==> src/rtl/trace_pkg.sv <==
// trace_pkg: shared entry layout and sizing helper for the commit trace buffer
package trace_pkg;
  localparam int TRACE_FLAG_W = 3;
  localparam int TRACE_SEQ_W = 32;
  typedef struct packed {
    logic [31:0] inst;
    logic [63:0] dnpc;
    logic device;
    logic invalid;
    logic kill;
    logic [TRACE_SEQ_W-1:0] seq;
  } trace_entry_t;
  function automatic int clog2_safe(input int n);
    int r;
    r = 1;
    while ((1 << r) < n) r++;
    return r;
  endfunction
endpackage

==> src/rtl/commit_compact.sv <==
// commit_compact: packs set mask bits into ascending source-channel slots and counts them
module commit_compact
  import trace_pkg::*;
#(
  parameter int NCH = 2,
  localparam int IW = clog2_safe(NCH),
  localparam int NW = clog2_safe(NCH + 1)
) (
  input  logic [NCH-1:0]    mask,
  output logic [NCH*IW-1:0] src,
  output logic [NW-1:0]     npush
);
  always_comb begin
    int k;
    src = '0;
    k = 0;
    for (int i = 0; i < NCH; i++) begin
      if (mask[i]) begin
        src[k*IW +: IW] = IW'(i);
        k++;
      end
    end
    npush = NW'(k);
  end
endmodule

==> src/rtl/commit_trace_buffer.sv <==
// commit_trace_buffer: multi-lane retire capture into a FIFO drained one entry per cycle to the trace sink
module commit_trace_buffer
  import trace_pkg::*;
#(
  parameter int NCH = 2,
  parameter int DEPTH = 16,
  parameter int SEQ_W = 32,
  parameter int TIMEOUT = 4096,
  parameter int DROP_KILLED = 0
) (
  input  logic                    clk,
  input  logic                    rst,
  input  logic [NCH-1:0]          commit_valid,
  input  logic [32*NCH-1:0]       commit_inst,
  input  logic [64*NCH-1:0]       commit_dnpc,
  input  logic [NCH-1:0]          commit_kill,
  input  logic [NCH-1:0]          commit_invalid,
  input  logic [NCH-1:0]          commit_device,
  output logic                    commit_ready,
  output logic                    trace_valid,
  input  logic                    trace_ready,
  output logic [31:0]             trace_inst,
  output logic [63:0]             trace_dnpc,
  output logic [TRACE_FLAG_W-1:0] trace_flags,
  output logic [SEQ_W-1:0]        trace_seq,
  output logic [63:0]             retired_cnt,
  output logic                    overflow,
  output logic                    timeout
);
  localparam int AW = clog2_safe(DEPTH);
  localparam int CW = AW + 1;
  localparam int IW = clog2_safe(NCH);
  localparam int NW = clog2_safe(NCH + 1);
  localparam int WW = clog2_safe(TIMEOUT + 1);
  trace_entry_t mem [DEPTH];
  trace_entry_t wr_e [NCH];
  trace_entry_t head;
  logic [31:0] inst_a [NCH];
  logic [63:0] dnpc_a [NCH];
  logic [AW-1:0] wptr, rptr;
  logic [CW-1:0] count;
  logic [SEQ_W-1:0] seq_ctr;
  logic [WW-1:0] wdog, wdog_nxt;
  logic [NCH-1:0] elig, live;
  logic [NCH*IW-1:0] src;
  logic [NW-1:0] npush, acc_n, nlive;
  logic pop, any_valid, commit_seen, wdog_hit;
  assign elig = DROP_KILLED != 0 ? commit_valid & ~commit_kill : commit_valid;
  assign live = commit_valid & ~commit_kill;
  assign any_valid = |commit_valid;
  assign commit_ready = (CW'(DEPTH) - count) >= CW'(NCH);
  assign acc_n = commit_ready ? npush : '0;
  assign pop = trace_valid && trace_ready;
  assign commit_seen = commit_ready && |live;
  commit_compact #(.NCH(NCH)) u_compact (
    .mask  (elig),
    .src   (src),
    .npush (npush)
  );
  for (genvar k = 0; k < NCH; k++) begin : g_ch
    logic [IW-1:0] c;
    assign inst_a[k] = commit_inst[32*k +: 32];
    assign dnpc_a[k] = commit_dnpc[64*k +: 64];
    assign c = src[k*IW +: IW];
    assign wr_e[k] = '{
      inst:    inst_a[c],
      dnpc:    dnpc_a[c],
      device:  commit_device[c],
      invalid: commit_invalid[c],
      kill:    commit_kill[c],
      seq:     TRACE_SEQ_W'(seq_ctr + SEQ_W'(k))
    };
  end
  always_comb begin
    nlive = '0;
    for (int i = 0; i < NCH; i++) nlive = nlive + NW'(live[i]);
  end
  assign wdog_nxt = commit_seen ? '0 : (TIMEOUT == 0 || wdog == WW'(TIMEOUT)) ? wdog : wdog + 1'b1;
  assign wdog_hit = TIMEOUT != 0 && wdog_nxt == WW'(TIMEOUT);
  always_ff @(posedge clk) begin
    for (int s = 0; s < NCH; s++)
      if (NW'(s) < acc_n) mem[wptr + AW'(s)] <= wr_e[s];
  end
  always_ff @(posedge clk) begin
    if (rst) begin
      wptr        <= '0;
      rptr        <= '0;
      count       <= '0;
      seq_ctr     <= '0;
      retired_cnt <= '0;
      overflow    <= 1'b0;
      timeout     <= 1'b0;
      wdog        <= '0;
    end else begin
      wptr        <= wptr + AW'(acc_n);
      rptr        <= rptr + AW'(pop);
      count       <= count + CW'(acc_n) - CW'(pop);
      seq_ctr     <= seq_ctr + SEQ_W'(acc_n);
      retired_cnt <= retired_cnt + (commit_ready ? 64'(nlive) : 64'd0);
      overflow    <= overflow | (any_valid && !commit_ready);
      timeout     <= timeout | wdog_hit;
      wdog        <= wdog_nxt;
    end
  end
  // Storage is not reset, so the head is masked while the FIFO is empty.
  assign head = mem[rptr];
  assign trace_valid = count != '0;
  assign trace_inst  = trace_valid ? head.inst : '0;
  assign trace_dnpc  = trace_valid ? head.dnpc : '0;
  assign trace_flags = trace_valid ? {head.device, head.invalid, head.kill} : '0;
  assign trace_seq   = trace_valid ? head.seq[SEQ_W-1:0] : '0;
endmodule

==> config.mk <==
export PLATFORM = sky130hd
export DESIGN_NAME = commit_trace_buffer
export DESIGN_NICKNAME = d
export VERILOG_FILES = /design/src/rtl/trace_pkg.sv /design/src/rtl/commit_compact.sv /design/src/rtl/commit_trace_buffer.sv
export SDC_FILE = /design/constraint.sdc
export NUM_CORES = 2
export LEC_CHECK = 0
export CAP_MARGIN = 20
export CELL_PAD_IN_SITES_DETAIL_PLACEMENT = 0
export CELL_PAD_IN_SITES_GLOBAL_PLACEMENT = 1
export CORE_UTILIZATION = 35
export CTS_CLUSTER_DIAMETER = 40
export DETAILED_ROUTE_END_ITERATION = 6
export GPL_TIMING_DRIVEN = 0
export PLACE_DENSITY = 0.67
export SLEW_MARGIN = 15
export SYNTH_ARGS = -nofsm -noshare
export SYNTH_HDL_FRONTEND = slang
export SYNTH_SLANG_ARGS = --single-unit
==> constraint.sdc <==
create_clock -name clk -period 14.2 [get_ports clk]
set_input_delay 2.84 -clock clk [delete_from_list [all_inputs] [get_ports clk]]
set_output_delay 2.84 -clock clk [all_outputs]
set_load 0.03 [all_outputs]
After elaboration in Yosys (flattened, before gate mapping). Memory sizes are Yosys's and may differ from the RTL's. A register that Yosys moved wholly into a read port is not among the register bits. Cells that the tools add are included.

Register bits: 124. Memory bits (writable): 2096. Output and inout port bits: 199. Memories kept: 1.

Memory list: mem (depth 16, width 131, rd ports 1, clocked after memory_dff 1, wr ports 2, line commit_trace_buffer.sv:35) `trace_entry_t mem [DEPTH];`.

$add $sub $neg: 13. $lt $le $gt $ge: 7. Equality and inequality tests: 2. Shift operators: 2. Muxes and demuxes: 40. Bitwise gates (word level): 7. Reductions and logical operators: 7.

Operators with widths (number): two-way mux 64 bit (7); two-way mux 32 bit (8); adder 64 x 2 -> 64 bit (1); negator 1 -> 33 bit (1); variable shift 1 x 33 -> 2 bit (first input constant) (1); indexed part select 1 x 33 -> 2 bit (first input constant) (1); adder 32 x 1 -> 32 bit (second input constant) (1); adder 32 x 2 -> 32 bit (1); equality test 13 bit (second input constant) (2); two-way mux 13 bit (2); two-way mux 1 bit (17); adder 13 x 1 -> 13 bit (second input constant) (1); two-way mux 2 bit (4); adder 5 x 2 -> 5 bit (1); >= comparator 5 x 2 -> 1 bit (second input constant) (1); nonzero test 5 bit (1); subtractor 5 x 1 -> 5 bit (1); subtractor 5 bit (first input constant) (1); adder 4 x 1 -> 4 bit (1); adder 4 x 1 -> 4 bit (second input constant) (1); adder 4 x 2 -> 4 bit (1); bitwise AND 2 bit (2); >= comparator 2 bit (second input constant) (2); < comparator 1 x 2 -> 1 bit (first input constant) (2); 11 further kinds (17).

Longest topological paths before layout.
Word-level depth: 9. Gate-level depth with buffers: 19. Depth with buffers taken out: 18.

Cells and area by module. From an unflattened synthesis, not the netlist that was laid out.

Cells, all modules: 9008. Area, all modules: 111573.3 µm².

By module, submodules not included: commit_trace_buffer (instances 1, cells each 9003, area an instance 111533.2 µm², seq. area each 65422.7 µm²); commit_compact (instances 1, cells each 5, area an instance 40.0 µm², seq. area each 0.0 µm²).

Worst setup path before layout. OpenSTA, ideal clock, no wires.

Path kind: input to register. Start point: in commit_valid[0]. End point: mem mem[0][0] (netlist name), enable pin. Setup time: 0.802 ns. Arrival time: 13.250 ns. Setup slack: 0.148 ns. Cell stages on the path: 6. Buffers on the path: 2. Path through: ha_1 buf_2 buf_1 nor2_1 or3b_2 o21ai_0.

RTL lines: start: declaration (line commit_trace_buffer.sv:13) `input logic [NCH-1:0] commit_valid,`; end: declaration (line commit_trace_buffer.sv:35).

==> results.sh <==
export IMPL_cts_root_buf="clkbuf_16"
export IMPL_yosysWarnings=0
export IMPL_status="complete, no violations"
export IMPL_ys_seq_elements=2220
export IMPL_ys_types=56
export IMPL_syn_nets=7520
export IMPL_async_flop_share_pct=0
export IMPL_ant_nets=0
export IMPL_rsz0062_at_grt="no"
export IMPL_multi_input_area_um2=44170
export IMPL_whs_path_depth=2
export IMPL_crit_path_max_fanout=10
export IMPL_period_needed_ps=8304
export IMPL_tightest_slew_ps=1281
export IMPL_rows=208
export IMPL_cts_tree="yes"
export IMPL_r2r_start="count[0]"
export IMPL_io_buffers=400
export IMPL_cts_max_level=5
export IMPL_skew_ps=64.13
export IMPL_drive_above_1_share_pct=21.20
export IMPL_io_pins=402
export IMPL_vdd_drop_max_uv=112.4
export IMPL_relSlewSlack_pct=14.61
export IMPL_final_nets=8506
export IMPL_setup_ws_ps=5896
export IMPL_hp_class="flop to flop"
export IMPL_post_cts_buffers=0
export IMPL_dp_slack_ps=6282
export IMPL_clk_latency_ps=960
export IMPL_worst_r2r_path_depth=15
export IMPL_hold_viol=0
export IMPL_ys_flop_type="edfxtp_1"
export IMPL_hpwlAfterDp_mm=282.5
export IMPL_fp_dieArea_um2=324300
export IMPL_area_growth_syn_to_layout_pct=24.41
export IMPL_r2r_end="mem[4][50]"
export IMPL_seqCellArea_um2=65420
export IMPL_ys_seq_area_share_pct=58.04
export IMPL_dieWidth_um=569.5
export IMPL_clockBufferDepth=4
export IMPL_max_freq_ghz=0.1204
export IMPL_core_area_um2=320600
export IMPL_drv_slew=0
export IMPL_min_to="timeout"
export IMPL_clk_pin_slew_ps=50
export IMPL_post_synth_cell_area_avg_um2=15.47
export IMPL_fillers=28580
export IMPL_synth_edf_count=2096
export IMPL_syn_area_um2=112700
export IMPL_end_kind="primary output"
export IMPL_drtIter0Drc=9079
export IMPL_cts_resized=0
export IMPL_drt_pass1_iter_count=7
export IMPL_drc_errors=0
export IMPL_numCtsBuffers=382
export IMPL_via_per_inst=5.687
export IMPL_total_power_mw=25.32
export IMPL_antenna_found_initial=46
export IMPL_period_share_pct=58.48
export IMPL_grt_pass1_wl_mm=566.5
export IMPL_power_density_nw_per_um2=180.5
export IMPL_rrSetupSlack_ps=8750
export IMPL_cts_sinks=2220
export IMPL_postSynthCellCount=7287
export IMPL_dr_total_vias=73540
export IMPL_min_from="timeout"
export IMPL_crit_required_ps=11360
export IMPL_track_usage_pct=24.62
export IMPL_drt_wl_total_mm=406.9
export IMPL_first_global_vias=74870
export IMPL_grt_ovfl_total=0
export IMPL_die_h_um=569.5
export IMPL_p_leak_nw=55.20
export IMPL_place_congestion=0.8523
export IMPL_critical_path_startpoint_type="flop"
export IMPL_wl_per_cell_um=31.46
export IMPL_crit_arrival_ps=5460
export IMPL_fin_tns_setup_ps=0
export IMPL_initial_utilization_pct=35.16
export IMPL_post_route_util_pct=43.74
export IMPL_cts_hold_fix_buffers=0
export IMPL_grt_max_degree=25
export IMPL_crit_type="flop to primary output"
export IMPL_setup_viol=0
export IMPL_maxCapViolations=0
## power breakdown
group / switching (mW) / total (mW) / internal, mW
Combinational: 4.61 / 7.57 / 2.97
Sequential: 0.150 / 8.11 / 7.96
Clock: 3.55 / 9.64 / 6.09
Total: 8.31 / 25.3 / 17.0
## layout make-up
type                    instances  share of cell area, %
clock inverters               289                  2.484
repair buffers                602                  5.993
clock buffers                 426                  7.076
well taps                    4305                  3.841
flip-flops and latches       2220                  46.65
inverters                      37                0.09904
diodes                         23                0.04104
plain buffers                 775                  2.313
multi-input cells            4255                  31.50
## per-layer routing
| layer | wire length, µm | track usage (%) |
|---|---|---|
| met5 | 127 | 0 |
| met4 | 19350 | 10.59 |
| met3 | 40660 | 5.489 |
| met2 | 186600 | 38.81 |
| met1 | 160100 | 32.59 |
## kinds of logic (layout without fill, tap and decap cells)
family	Yosys count	count (layout)	synth area share (%)
muxes	2456	2456	29.10
xor gates and xnor gates	479	479	3.722
buffers and inverters	812	2129	2.925
and+or+nand+nor	981	981	4.421
AOI/OAI and AO/OA	309	309	1.433
adders and majority gates	30	30	0.3596
other	0	23	0
DFF	2220	2220	58.04
## through the flow
step / hold WS (ps) / std cells / instance area, µm²
6_report: 468.0 / 12930 / 140200
5_1_grt: 518.5 / 12920 / 140200
4_1_cts: 484.2 / 12900 / 140100
3_5_place_dp: 464.6 / 12180 / 126600
3_3_place_gp: 450.8 / 11990 / 122100
2_1_floorplan: 508.1 / 7287 / 112700
## worst max path at each step
stage / depth (start not counted) / start / slack [ps] / end
floorplan: 6 / commit_valid[0] / 150 / mem[0][0]
global placement: 7 / commit_valid[1] / -15730 / mem[4][86]
detailed placement: 15 / commit_valid[1] / 6280 / mem[8][52]
CTS: 9 / count[0] / 5860 / trace_seq[0]
global route: 7 / rptr[1] / 5850 / trace_inst[18]
finish: 7 / rptr[1] / 5900 / trace_inst[0]
## placed cells by master (no fill, tap or decap), drive strengths merged, types with 5 or more instances in the layout
master         Yosys  layout
a21oi             32      32
mux2              18      18
nor3b              5       5
and4              11      11
a21o               9       9
ha                26      26
nand2            146     146
xor2             153     153
mux2i           1783    1783
o21ai            255     255
nor4              24      24
clkinvlp           0      49
clkbuf           485     911
dfxtp            124     124
buf              290     492
diode              0      23
inv               36      84
or3               21      21
nor2b             16      16
clkinv             1     139
bufinv             0      54
nor2             214     214
xnor2            326     326
or2                5       5
and3              12      12
nand4             40      40
nand2b            10      10
and2             140     140
clkdlybuf4s50      0     400
nor4b              6       6
nand3            200     200
mux4             655     655
edfxtp          2096    2096
nor3             114     114
## flip-flops by register name (all words and copies together) (netlist names)
| name | count |
|---|---|
| overflow | 1 |
| mem | 2096 |
| count | 5 |
| rptr | 4 |
| wdog | 13 |
| seq_ctr | 32 |
| retired_cnt | 64 |
| wptr | 4 |
| timeout | 1 |
## critical path, cell delays in order, from the launching register on
cell and delay, ps:
dfxtp_1 480, clkbuf_2 580, clkbuf_2 650, clkbuf_1 970
mux4_2 430, mux4_2 470, and2_1 300, clkdlybuf4s50_1 660
## cell usage after synthesis (38+ instances only)
cell type / count / area (µm²)
edfxtp_1: 2096 / 62940
mux2i_1: 1783 / 17850
mux4_2: 655 / 14750
clkbuf_1: 484 / 1817
xnor2_1: 326 / 2855
o21ai_0: 253 / 1266
nor2_1: 214 / 803.3
nand3_1: 199 / 996.0
buf_2: 177 / 885.9
xor2_1: 153 / 1340
nand2_1: 146 / 548.0
and2_1: 140 / 875.8
dfxtp_1: 124 / 2482
nor3_1: 113 / 565.5
buf_1: 106 / 397.9
nand4_1: 38 / 237.7
Power figures use the tool's default switching activity.
